**config.mk**
```make
export PLATFORM = sky130hd
export DESIGN_NAME = div_request_sequencer
export DESIGN_NICKNAME = d
export VERILOG_FILES = /design/src/rtl/div_seq_pkg.sv /design/src/rtl/div_req_fifo.sv /design/src/rtl/div_request_sequencer.sv
export SDC_FILE = /design/constraint.sdc
export NUM_CORES = 1
export LEC_CHECK = 0
export BUFFER_PORTS_ARGS = -buffer_cell sky130_fd_sc_hd__buf_2
export CELL_PAD_IN_SITES_DETAIL_PLACEMENT = 2
export CELL_PAD_IN_SITES_GLOBAL_PLACEMENT = 2
export CORE_UTILIZATION = 30
export CTS_CLUSTER_SIZE = 14
export DETAILED_ROUTE_END_ITERATION = 10
export PLACE_DENSITY = 0.7
export SYNTH_ARGS = -nofsm -noshare
export SYNTH_HDL_FRONTEND = slang
export SYNTH_HIERARCHICAL = 1
export SYNTH_SLANG_ARGS = --single-unit
```
**constraint.sdc**
```tcl
create_clock -name clk -period 2.3 [get_ports clk]
set_clock_uncertainty 0.15 [all_clocks]
set_input_delay 0.46 -clock clk [delete_from_list [all_inputs] [get_ports clk]]
set_output_delay 0.46 -clock clk [all_outputs]
set_load 0.01 [all_outputs]
```
**src/rtl/div_seq_pkg.sv**
```systemverilog
// Shared types and constants for the divider request sequencer.
package div_seq_pkg;

  localparam int DIV_SEQ_WIDTH = 4;

  typedef enum logic [1:0] {
    IDLE,
    ISSUE,
    ARM,
    WAIT
  } div_seq_state_t;

  typedef struct packed {
    logic [DIV_SEQ_WIDTH-1:0] dividend;
    logic [DIV_SEQ_WIDTH-1:0] divisor;
  } div_seq_req_t;

endpackage

```
**src/rtl/div_req_fifo.sv**
```systemverilog
// Request FIFO for the divider sequencer: {dividend, divisor} entries,
// show-ahead head output so the sequencer can act on the entry it pops.
module div_req_fifo #(
  parameter int WIDTH = 4,
  parameter int DEPTH = 4
) (
  input  logic                     clk,
  input  logic                     rst,
  input  logic                     push_i,
  input  logic [2*WIDTH-1:0]       din_i,
  input  logic                     pop_i,
  output logic [2*WIDTH-1:0]       dout_o,
  output logic                     full_o,
  output logic                     empty_o,
  output logic [$clog2(DEPTH):0]   count_o
);

  localparam int AW = $clog2(DEPTH);
  localparam logic [AW:0] FULL_CNT = (AW + 1)'(DEPTH);

  logic [2*WIDTH-1:0] mem_q [DEPTH];
  logic [AW-1:0]      wr_ptr_q, wr_ptr_d;
  logic [AW-1:0]      rd_ptr_q, rd_ptr_d;
  logic [AW:0]        count_q, count_d;
  logic               push_ok, pop_ok;

  // A full FIFO refuses pushes even when a pop frees a slot this cycle.
  assign push_ok = push_i && (count_q != FULL_CNT);
  assign pop_ok  = pop_i && (count_q != '0);

  always_comb begin
    wr_ptr_d = wr_ptr_q;
    rd_ptr_d = rd_ptr_q;
    count_d  = count_q;
    if (push_ok) wr_ptr_d = wr_ptr_q + 1'b1;
    if (pop_ok)  rd_ptr_d = rd_ptr_q + 1'b1;
    if (push_ok && !pop_ok)      count_d = count_q + 1'b1;
    else if (!push_ok && pop_ok) count_d = count_q - 1'b1;
  end

  always_ff @(posedge clk or posedge rst) begin
    if (rst) begin
      wr_ptr_q <= '0;
      rd_ptr_q <= '0;
      count_q  <= '0;
    end else begin
      wr_ptr_q <= wr_ptr_d;
      rd_ptr_q <= rd_ptr_d;
      count_q  <= count_d;
    end
  end

  always_ff @(posedge clk) begin
    if (push_ok) mem_q[wr_ptr_q] <= din_i;
  end

  assign dout_o  = mem_q[rd_ptr_q];
  assign full_o  = (count_q == FULL_CNT);
  assign empty_o = (count_q == '0);
  assign count_o = count_q;

endmodule

```
**src/rtl/div_request_sequencer.sv**
```systemverilog
// Buffers division requests and issues them to a start/done divider one at a time.
// Optional DIV_SEQ_DBZ_BYPASS_EN: zero-divisor requests are answered locally.
module div_request_sequencer
  import div_seq_pkg::*;
#(
  parameter int WIDTH = DIV_SEQ_WIDTH,
  parameter int DEPTH = 4
) (
  input  logic             clk,
  input  logic             rst,
  input  logic             req_valid,
  output logic             req_ready,
  input  logic [WIDTH-1:0] req_dividend,
  input  logic [WIDTH-1:0] req_divisor,
  output logic             div_start,
  output logic [WIDTH-1:0] div_dividend,
  output logic [WIDTH-1:0] div_divisor,
  input  logic             div_done,
  input  logic [WIDTH-1:0] div_quotient,
  input  logic [WIDTH-1:0] div_remainder,
  output logic             res_valid,
  input  logic             res_ready,
  output logic [WIDTH-1:0] res_quotient,
  output logic [WIDTH-1:0] res_remainder,
  output logic             res_dbz,
  output logic             busy
);

  div_seq_state_t state_q, state_d;

  logic [2*WIDTH-1:0]     fifo_dout;
  logic                   fifo_full, fifo_empty;
  logic [$clog2(DEPTH):0] fifo_count;
  logic [WIDTH-1:0]       head_dividend, head_divisor;
  logic                   pop, bypass, capture;

  logic [WIDTH-1:0] dividend_q, dividend_d;
  logic [WIDTH-1:0] divisor_q, divisor_d;
  logic             res_valid_q, res_valid_d;
  logic [WIDTH-1:0] res_quo_q, res_quo_d;
  logic [WIDTH-1:0] res_rem_q, res_rem_d;

  div_req_fifo #(
    .WIDTH (WIDTH),
    .DEPTH (DEPTH)
  ) u_fifo (
    .clk     (clk),
    .rst     (rst),
    .push_i  (req_valid),
    .din_i   ({req_dividend, req_divisor}),
    .pop_i   (pop),
    .dout_o  (fifo_dout),
    .full_o  (fifo_full),
    .empty_o (fifo_empty),
    .count_o (fifo_count)
  );

  assign head_dividend = fifo_dout[2*WIDTH-1:WIDTH];
  assign head_divisor  = fifo_dout[WIDTH-1:0];

  // Popping only with an empty result register guarantees a result is never overwritten.
  assign pop     = (state_q == IDLE) && !fifo_empty && !res_valid_q;
  assign capture = (state_q == WAIT) && div_done;

`ifdef DIV_SEQ_DBZ_BYPASS_EN
  assign bypass = pop && (head_divisor == '0);
`else
  assign bypass = 1'b0;
`endif

  always_comb begin
    state_d = state_q;
    case (state_q)
      IDLE:    if (pop && !bypass) state_d = ISSUE;
      ISSUE:   state_d = ARM;
      // A done left high by the previous operation must drop before we trust it.
      ARM:     if (!div_done) state_d = WAIT;
      WAIT:    if (div_done) state_d = IDLE;
      default: state_d = IDLE;
    endcase
  end

  always_comb begin
    dividend_d  = dividend_q;
    divisor_d   = divisor_q;
    res_valid_d = res_valid_q;
    res_quo_d   = res_quo_q;
    res_rem_d   = res_rem_q;
    if (pop) begin
      dividend_d = head_dividend;
      divisor_d  = head_divisor;
    end
    if (capture) begin
      res_valid_d = 1'b1;
      res_quo_d   = div_quotient;
      res_rem_d   = div_remainder;
    end else if (bypass) begin
      res_valid_d = 1'b1;
      res_quo_d   = '1;
      res_rem_d   = head_dividend;
    end else if (res_valid_q && res_ready) begin
      res_valid_d = 1'b0;
    end
  end

  always_ff @(posedge clk or posedge rst) begin
    if (rst) begin
      state_q     <= IDLE;
      dividend_q  <= '0;
      divisor_q   <= '0;
      res_valid_q <= 1'b0;
      res_quo_q   <= '0;
      res_rem_q   <= '0;
    end else begin
      state_q     <= state_d;
      dividend_q  <= dividend_d;
      divisor_q   <= divisor_d;
      res_valid_q <= res_valid_d;
      res_quo_q   <= res_quo_d;
      res_rem_q   <= res_rem_d;
    end
  end

`ifdef DIV_SEQ_DBZ_BYPASS_EN
  logic res_dbz_q, res_dbz_d;

  always_comb begin
    res_dbz_d = res_dbz_q;
    if (capture)     res_dbz_d = 1'b0;
    else if (bypass) res_dbz_d = 1'b1;
  end

  always_ff @(posedge clk or posedge rst) begin
    if (rst) res_dbz_q <= 1'b0;
    else     res_dbz_q <= res_dbz_d;
  end

  assign res_dbz = res_dbz_q;
`else
  assign res_dbz = 1'b0;
`endif

  assign req_ready     = !fifo_full;
  assign div_start     = (state_q == ISSUE);
  assign div_dividend  = dividend_q;
  assign div_divisor   = divisor_q;
  assign res_valid     = res_valid_q;
  assign res_quotient  = res_quo_q;
  assign res_remainder = res_rem_q;
  assign busy          = (state_q != IDLE) || (fifo_count != '0);

endmodule

```
==> impl_metrics.tcl <==
set metrics [dict create \
    synth.most_common_cell "edfxtp_1" \
    syn_inst 134 \
    yosys.area.top_type_share_pct 39.9 \
    num_vias 1347 \
    crit_end "busy" \
    slowest_stage "or4b_4" \
    areaGrowthSynthToFinish_pct 27.8 \
    ys_async_sr_fraction_pct 44.8 \
    syn_area_per_cell_um2 18.0 \
    htreeDepth 3 \
    die-area_um2 8400 \
    outcome "finished, final reports clean" \
    worst-path-buf-inv 3 \
    critPathRequiredTime_ns 1.69 \
    reg2reg_slack_ns 0.12 \
    ys_seq_elements 58 \
    numClockSinks 58 \
    cts_buffer_depth 2 \
    synthTopCellsByCount "edfxtp_1, dfrtp_1, mux2_2" \
    globalRouteTotalUtil_pct 13.6 \
    grt_setup_unrepaired "true" \
    dr.pass1.iters 4 \
    via_per_inst 4.45 \
    startpoint "state_q[0]" \
    p_total_mw 4.34 \
    ir_drop_v 0.000398 \
    routedWlPerCell_um 16.8 \
    first_iter_violations 68 \
    instances_no_fill 303 \
    power_density_nw_per_um2 1410 \
    hold_class "in -> reg" \
    min_period_ns 2.25 \
    grt_max_degree 20 \
    regToRegStartpoint "state_q[0]" \
    synthesis.area_um2 2410 \
    critical_path_depth 5 \
    synth_enable_flop_cells 32 \
    io_buffers 40 \
    endpoint_kind "output pin" \
    slowest_delay_ns 0.45 \
    crit_chain "inv_2 -> ha_4 -> buf_6 -> or4b_4 -> buf_6" \
    grt_pass1_vias 1493 \
    r2r_end "u_fifo/count_o[1]" \
    ys_top_cells_by_area "edfxtp_1, dfrtp_1, mux2_2" \
    final_area_um2 3080 \
    cts-root-buf "clkbuf_8" \
    antenna_found_initial 0 \
    io_pins 42 \
    dpl.cell_count 280 \
    std_cell_rows 32 \
    layout-drive-gt1-share_pct 54.2 \
    hold_slack_ns 0.164 \
    initial_core_util_pct 31.0 \
    overflow 0 \
    syn-num-nets 165 \
    path_class "reg -> out" \
    cp-start-kind "flip-flop" \
    final_nets 227 \
    reg2regPathDepth 8 \
    synth.distinct_cells 31 \
    die_w_um 91.6 \
    slew_viol_final 0 \
    min_period_over_period_pct 98.0 \
    p_leak_nw 1.27 \
    max_freq_mhz 444 \
    dp_hpwl_mm 3.61 \
    ys.flop_type "edfxtp_1" \
    gp_congestion 0.767 \
    relSlewSlack_pct 45.8 \
    ant_nets 0 \
    clk_pin_slew_worst_paths_ns 0.06 \
    wirelength_mm 5.10 \
    finalHoldViolations 0 \
    worstPathArrival_ns 1.64 \
    insertion_delay_ns 0.33 \
    yosysWarnings 6 \
    core_um2 7770 \
    worst_pin_slew_ns 0.813 \
    final.setup.tns_ns 0 \
    die_h_um 91.6 \
    n_antenna_cell 0 \
    cts_tree "built" \
    path_delay_family "simple AND/OR/NAND/NOR gates" \
    setup_viol 0 \
    grt_pass1_wl_mm 8.23 \
    crit_top_cell "buf_6" \
    postPlaceCellArea_um2 2770 \
    cp_max_fo 3 \
    synth.yosys.seq_area_share_pct 66.9 \
    drc 0 \
    cts_buffers 9 \
    synth_top_area_cell "edfxtp_1" \
    fill_cells 773 \
    min_from "res_ready" \
    max_cap_violations 0 \
]
how the worst min path moves through the flow:
| stage | end | cells after the start |
|---|---|---|
| final | res_valid | 2 |
| after detailed placement | u_fifo/count_o[0] | 2 |
| after global routing | res_valid | 2 |
| after CTS | res_valid | 2 |
| after global placement | u_fifo/count_o[1] | 2 |
| after floorplan | u_fifo/count_o[0] | 1 |
cell type report:
class | instances | area [um^2] | area share (%)
repair buffers | 56 | 333 | 10.8
clock inverters | 6 | 82.6 | 2.68
flip-flops and latches | 58 | 1610 | 52.3
multi-input cells | 62 | 764 | 24.8
well taps | 102 | 128 | 4.14
inverters | 9 | 33.8 | 1.10
clock buffers | 10 | 128 | 4.14
routing by layer:
metal  track usage, %  share of wire, %  up-vias
met1             14.6                38      688
li1                 -                 -      610
met5                0                 0        -
met4             6.22               2.5        0
met2             24.3                55       36
met3             4.31               4.8       13
cells by family after synthesis:
kind of cell / count (synthesis) / share of synthesized area [%]
buf+inv: 14 / 2.85
flops: 58 / 66.9
fa+ha+maj: 10 / 5.50
mux: 27 / 16.5
simple gates: 14 / 4.47
xor+xnor: 6 / 2.18
compound gates: 4 / 1.45
other cells: 1 / 0.156
through the flow:
step	util, %	setup WS (ns)
6_report	39.7	0.0467
5_1_grt	39.7	-0.0167
4_1_cts	39.1	0.00560
3_5_place_dp	35.7	-0.130
3_3_place_gp	35.7	0.0729
2_1_floorplan	-	0.00262
cell usage in the layout, fill, tap and decap left out, types with 2 or more instances in the layout:
master / n
clkinv_2: 2
mux4_2: 8
dfrtp_1: 26
buf_2: 39
inv_2: 2
buf_6: 2
inv_1: 7
ha_1: 7
bufinv_16: 2
xor2_1: 2
buf_4: 14
clkbuf_8: 9
edfxtp_1: 32
xnor2_1: 4
mux2_2: 17
and2_2: 4
registers in the layout, indices dropped and copies added (netlist names), 3 cells and up:
name and cells:
u_fifo/mem_q 32, div_dividend 4, div_divisor 4, res_quotient 4, res_remainder 4, u_fifo/count_o 3
what timing repair did:
| action | CTS | global route |
|---|---|---|
| hold endpoints to repair | 7 | 0 |
| pin swaps | 1 | 1 |
| resized for setup | 8 | 3 |
| setup buffers | 2 | 4 |
| setup endpoints to repair | 3 | 3 |
| hold buffers | 1 | 0 |
worst reg2reg max path, cell delays in order (launching register included):
cell,delay (ns)
dfrtp_1,0.39
inv_2,0.09
ha_4,0.15
nor3b_2,0.22
nand2b_1,0.13
ha_2,0.19
inv_1,0.07
fa_1,0.40
mux2_2,0.28
report_power, final:
group	switching, mW	leakage, nW	internal (mW)
sequential	0.213	0.601	1.47
clock	0.399	0.108	0.605
combinational	0.744	0.559	0.906
total	1.35	1.27	2.98
Power figures use the tool's default switching activity.
